**src/rtl/compare_sequencer_32.sv**
```systemverilog
// Multi-cycle SLT/SLTU engine: A-B one slice per clock, LSB slice first.
// Valid/ready on both operand intake and result delivery.
module compare_sequencer_32 #(
  parameter int WIDTH = 32,
  parameter int SLICE = 8
) (
  input  logic             clk,
  input  logic             rst_n,
  input  logic             start,
  output logic             in_ready,
  input  logic [WIDTH-1:0] a,
  input  logic [WIDTH-1:0] b,
  input  logic             unsigned_ctl,
  input  logic             abort,
  output logic             res_valid,
  input  logic             res_ready,
  output logic [WIDTH-1:0] z,
  output logic [WIDTH-1:0] diff,
  output logic             carryout,
  output logic             zero
);

  localparam int STEPS = WIDTH / SLICE;
  localparam int SW = (STEPS > 1) ? $clog2(STEPS) : 1;
  localparam int OW = (WIDTH > 1) ? $clog2(WIDTH) : 1;

  typedef enum logic [1:0] {
    IDLE,
    RUN,
    DONE
  } state_e;

  state_e           state_q;
  logic [WIDTH-1:0] a_q;
  logic [WIDTH-1:0] b_q;
  logic             uns_q;
  logic             carry_q;
  logic [SW-1:0]    step_q;
  logic [WIDTH-1:0] diff_q;
  logic [WIDTH-1:0] z_q;
  logic             cout_q;
  logic             zero_q;
  logic             valid_q;

  logic [OW-1:0]    off;
  logic [SLICE-1:0] a_sl;
  logic [SLICE-1:0] b_sl;
  logic [SLICE:0]   sum;
  logic [WIDTH-1:0] diff_d;
  logic             last;
  logic             less;

  // The single narrow subtract slice shared by every RUN step.
  always_comb begin
    off    = OW'(32'(step_q) * SLICE);
    a_sl   = a_q[off +: SLICE];
    b_sl   = b_q[off +: SLICE];
    sum    = {1'b0, a_sl} + {1'b0, ~b_sl} + {{SLICE{1'b0}}, carry_q};
    diff_d = diff_q;
    diff_d[off +: SLICE] = sum[SLICE-1:0];
    last   = (step_q == SW'(STEPS - 1));
    if (uns_q) begin
      less = ~sum[SLICE];
    end else if (a_q[WIDTH-1] ^ b_q[WIDTH-1]) begin
      less = a_q[WIDTH-1];
    end else begin
      less = diff_d[WIDTH-1];
    end
  end

  always_ff @(posedge clk or negedge rst_n) begin
    if (!rst_n) begin
      state_q <= IDLE;
      a_q     <= '0;
      b_q     <= '0;
      uns_q   <= 1'b0;
      carry_q <= 1'b1;
      step_q  <= '0;
      diff_q  <= '0;
      z_q     <= '0;
      cout_q  <= 1'b0;
      zero_q  <= 1'b0;
      valid_q <= 1'b0;
    end else begin
      unique case (state_q)
        IDLE: begin
          if (start && !abort) begin
            a_q     <= a;
            b_q     <= b;
            uns_q   <= unsigned_ctl;
            carry_q <= 1'b1;
            step_q  <= '0;
            state_q <= RUN;
          end
        end
        RUN: begin
          if (abort) begin
            state_q <= IDLE;
            valid_q <= 1'b0;
          end else begin
            diff_q  <= diff_d;
            carry_q <= sum[SLICE];
            step_q  <= step_q + 1'b1;
            if (last) begin
              cout_q  <= sum[SLICE];
              zero_q  <= (diff_d == '0);
              z_q     <= WIDTH'(less);
              valid_q <= 1'b1;
              state_q <= DONE;
            end
          end
        end
        DONE: begin
          if (abort || res_ready) begin
            state_q <= IDLE;
            valid_q <= 1'b0;
          end
        end
        default: begin
          state_q <= IDLE;
          valid_q <= 1'b0;
        end
      endcase
    end
  end

  assign in_ready  = (state_q == IDLE);
  assign res_valid = valid_q;
  assign z         = z_q;
  assign diff      = diff_q;
  assign carryout  = cout_q;
  assign zero      = zero_q;

endmodule

```
**config.mk**
```make
export PLATFORM = sky130hd
export DESIGN_NAME = compare_sequencer_32
export DESIGN_NICKNAME = d
export VERILOG_FILES = /design/src/rtl/compare_sequencer_32.sv
export SDC_FILE = /design/constraint.sdc
export NUM_CORES = 1
export LEC_CHECK = 0
export ABC_AREA = 1
export CAP_MARGIN = 25
export CORE_MARGIN = 2
export CORE_UTILIZATION = 40
export CTS_CLUSTER_SIZE = 40
export DETAILED_ROUTE_END_ITERATION = 7
export PLACE_DENSITY_LB_ADDON = 0.12
export SYNTH_ARGS = -nofsm -noshare
export SYNTH_HDL_FRONTEND = slang
export SYNTH_SLANG_ARGS = --single-unit
```
**constraint.sdc**
```tcl
create_clock -name clk -period 5.4 [get_ports clk]
set_input_delay 0.81 -clock clk [delete_from_list [all_inputs] [get_ports clk]]
set_output_delay 0.81 -clock clk [all_outputs]
set_load 0.03 [all_outputs]
```
==> results.py <==
metrics = {
    "run_status": {
        "status": "finished clean",
    },
    "routing": {
        "wl_mm": 14.2,
        "first_pass_iters": 5,
        "wl_per_cell_um": 15.4,
        "dr_total_vias": 4543,
        "drtIter0Drc": 282,
        "vias_per_cell": 4.93,
        "drtAntennaViolNets": 0,
        "drc_errors": 0,
    },
    "global_routing": {
        "grt_start_max_net_pins": 77,
        "antenna_found_initial": 0,
        "overflow": 0,
        "grt_pass1_wl_mm": 22.7,
        "grt_pass1_vias": 4411,
        "track_usage_pct": 19.5,
    },
    "sta": {
        "fin_crit_sh_pct": 74.3,
        "fmax_ghz": 0.249,
        "setup_viol": 0,
        "rsz0062_at_grt": "no",
        "drv_slew": 0,
        "whs_ns": 0.265,
        "post-route-min-period_ns": 4.01,
        "tns_ns": 0,
        "hold_viol_final": 0,
        "relSlewSlack_pct": 41.9,
        "worst_pin_slew_ns": 0.867,
        "clock_skew_ns": 0.0102,
    },
    "synthesis": {
        "yosysMostFrequentCell": "nand2_1",
        "synthDistinctLibCells": 35,
        "netlist.top_cell.by_area": "dfrtp_1",
        "syn_avg_cell_area_um2": 9.00,
        "yosysSeqAreaShare_pct": 46.2,
        "ys.flop_type": "dfrtp_1",
        "synth_top_area_share_pct": 45.7,
        "synth-edff-count": 0,
        "ys_ff_latch": 106,
        "synthCells": 639,
        "async_reset_ff_share_pct": 100,
        "yosys_warnings": 0,
        "netlist_top_cells_count": "nand2_1, dfrtp_1, mux2_2",
        "synth_area_um2": 5750,
        "synth.area.top_cells": "dfrtp_1, mux2_2, nand2_1",
    },
    "worst_setup_path": {
        "crit_required_ns": 5.69,
        "path_class": "reg2reg",
        "cp.arrival_ns": 4.30,
        "cp-start-kind": "register",
        "crit_path_end_kind": "register",
        "worstPathMaxFanout": 29,
    },
    "final_layout": {
        "drive_above_1_share_pct": 15.8,
        "areaGrowthSynthToFinish_pct": 24.7,
        "nets": 821,
        "antenna_cells": 0,
        "fillers": 1334,
    },
    "die": {
        "row_count": 43,
        "ios": 138,
        "fp.dieW_um": 124,
        "core_um2": 13900,
        "initial_utilization_pct": 41.3,
        "die_y_um": 124,
        "dieArea_um2": 15300,
    },
    "cts": {
        "cts.sinks": 106,
        "postCtsSetupRepairBufs": 0,
        "root_buffer": "clkbuf_16",
        "cts-buffers-inserted": 9,
        "cts_hold_buf": 0,
        "postCtsResizedCells": 0,
        "cts_max_level": 3,
        "cts.reportedPaths.clkPinSlew_ns": 0.07,
        "clk_latency_ns": 0.35,
        "cts_buffer_depth": 2,
        "cts_tree": "built",
    },
    "job": {
        "maxCapViolations": 0,
    },
    "place": {
        "place.gp.congestion": 0.851,
        "hpwl_mm": 10.4,
        "io_buffers": 106,
    },
    "power_and_ir_drop": {
        "irDropWorstVdd_mv": 0.233,
        "static-leakage-power_nw": 3.30,
        "powerDensity_nw_per_um2": 565,
    },
    "hold_path": {
        "hp-class": "in2async",
    },
}
## cell families after synthesis
group	synth area share [%]
xor gates and xnor gates	0.152
other	0.0652
buffers and inverters	9.73
DFF	46.2
muxes	12.5
and+or+nand+nor	18.5
adders and majority gates	3.53
AOI/OAI and AO/OA	9.38
## stage by stage
step / instance area [µm²] / util, % / setup slack, ns / total power [mW] / std cells
after CTS: 7110 / 51.0 / 1.42 / 4.08 / 919
after global placement: 6830 / 49.0 / 1.57 / 3.42 / 903
after floorplan: 5860 / - / 2.26 / 2.77 / 669
after global routing: 7170 / 51.4 / 1.05 / 4.41 / 921
final: 7170 / 51.4 / 1.39 / 4.05 / 921
after detailed placement: 6830 / 49.0 / 1.42 / 3.44 / 903
## placed cells by master (no fill, tap or decap), types with 2 or more instances in the layout
master           count
nand3_1             21
clkdlybuf4s50_1    105
o22ai_1             14
nand2_1            156
clkbuf_16            9
a21oi_1             17
buf_4                5
o21ai_0             46
inv_1               42
fa_1                 2
inv_2                9
nor2_2               4
clkinv_1             3
ha_1                13
dfrtp_1            105
nor2_1              43
buf_16               2
mux2_2              64
nand4_1              8
clkinv_4             3
nand2_2              9
conb_1              31
nor3_2               2
nand3_2              2
a32oi_1              2
a32o_1               7
o21ai_1              3
## state kept, by name, indices dropped and copies added, names as in the netlist
| name | count |
|---|---|
| a_q | 32 |
| b_q | 32 |
| carry_q | 1 |
| carryout | 1 |
| diff | 32 |
| res_valid | 1 |
| state_q | 2 |
| step_q | 2 |
| uns_q | 1 |
| z | 1 |
| zero | 1 |
## report_power, final
| group | switching [mW] | leakage [nW] | internal [mW] |
|---|---|---|---|
| Combinational | 1.39 | 1.84 | 0.857 |
| Clock | 0.308 | 0.139 | 0.320 |
| Sequential | 0.153 | 1.32 | 1.02 |
## path summary, 6_finish.rpt
kind	cells after the start	from	to	slack [ns]
max reg2reg	17	step_q[1]	zero	1.39
max	17	step_q[1]	zero	1.39
min in group clk	2	res_valid	res_valid	0.50
max in group asynchronous	3	rst_n	a_q[19]	4.11
min	1	rst_n	step_q[0]	0.27
min reg2reg	2	res_valid	res_valid	0.50
## layer usage
metal | track usage, % | part of all wire [%]
met1 | 25.7 | 45
met2 | 33.1 | 48
met3 | 3.71 | 5.5
met4 | 5.13 | 1.2
met5 | 0 | 0
## final cells by class
| type | count | area [µm²] | area share, % |
|---|---|---|---|
| clock buffer | 10 | 229 | 3.19 |
| clock inverter | 6 | 51.3 | 0.716 |
| inverter | 54 | 203 | 2.83 |
| multi-input combinational | 453 | 2660 | 37.1 |
| sequential | 106 | 2650 | 37.0 |
| tap | 180 | 225 | 3.14 |
| timing repair buffer | 112 | 1140 | 16.0 |
## critical path: stages (launching register included)
cell	delay (ns)
dfrtp_1	0.56
clkinv_1	0.79
a32o_1	0.58
fa_1	0.43
fa_1	0.44
inv_1	0.10
nand3_1	0.08
nand2_1	0.10
nand2_1	0.07
nand2_1	0.07
nand2_2	0.07
nand3_2	0.08
nor2_1	0.06
a21boi_1	0.19
nand2_1	0.09
nor2_1	0.10
nand3_1	0.07
nand2_1	0.05
No activity file was read; power rests on OpenSTA's default activity.
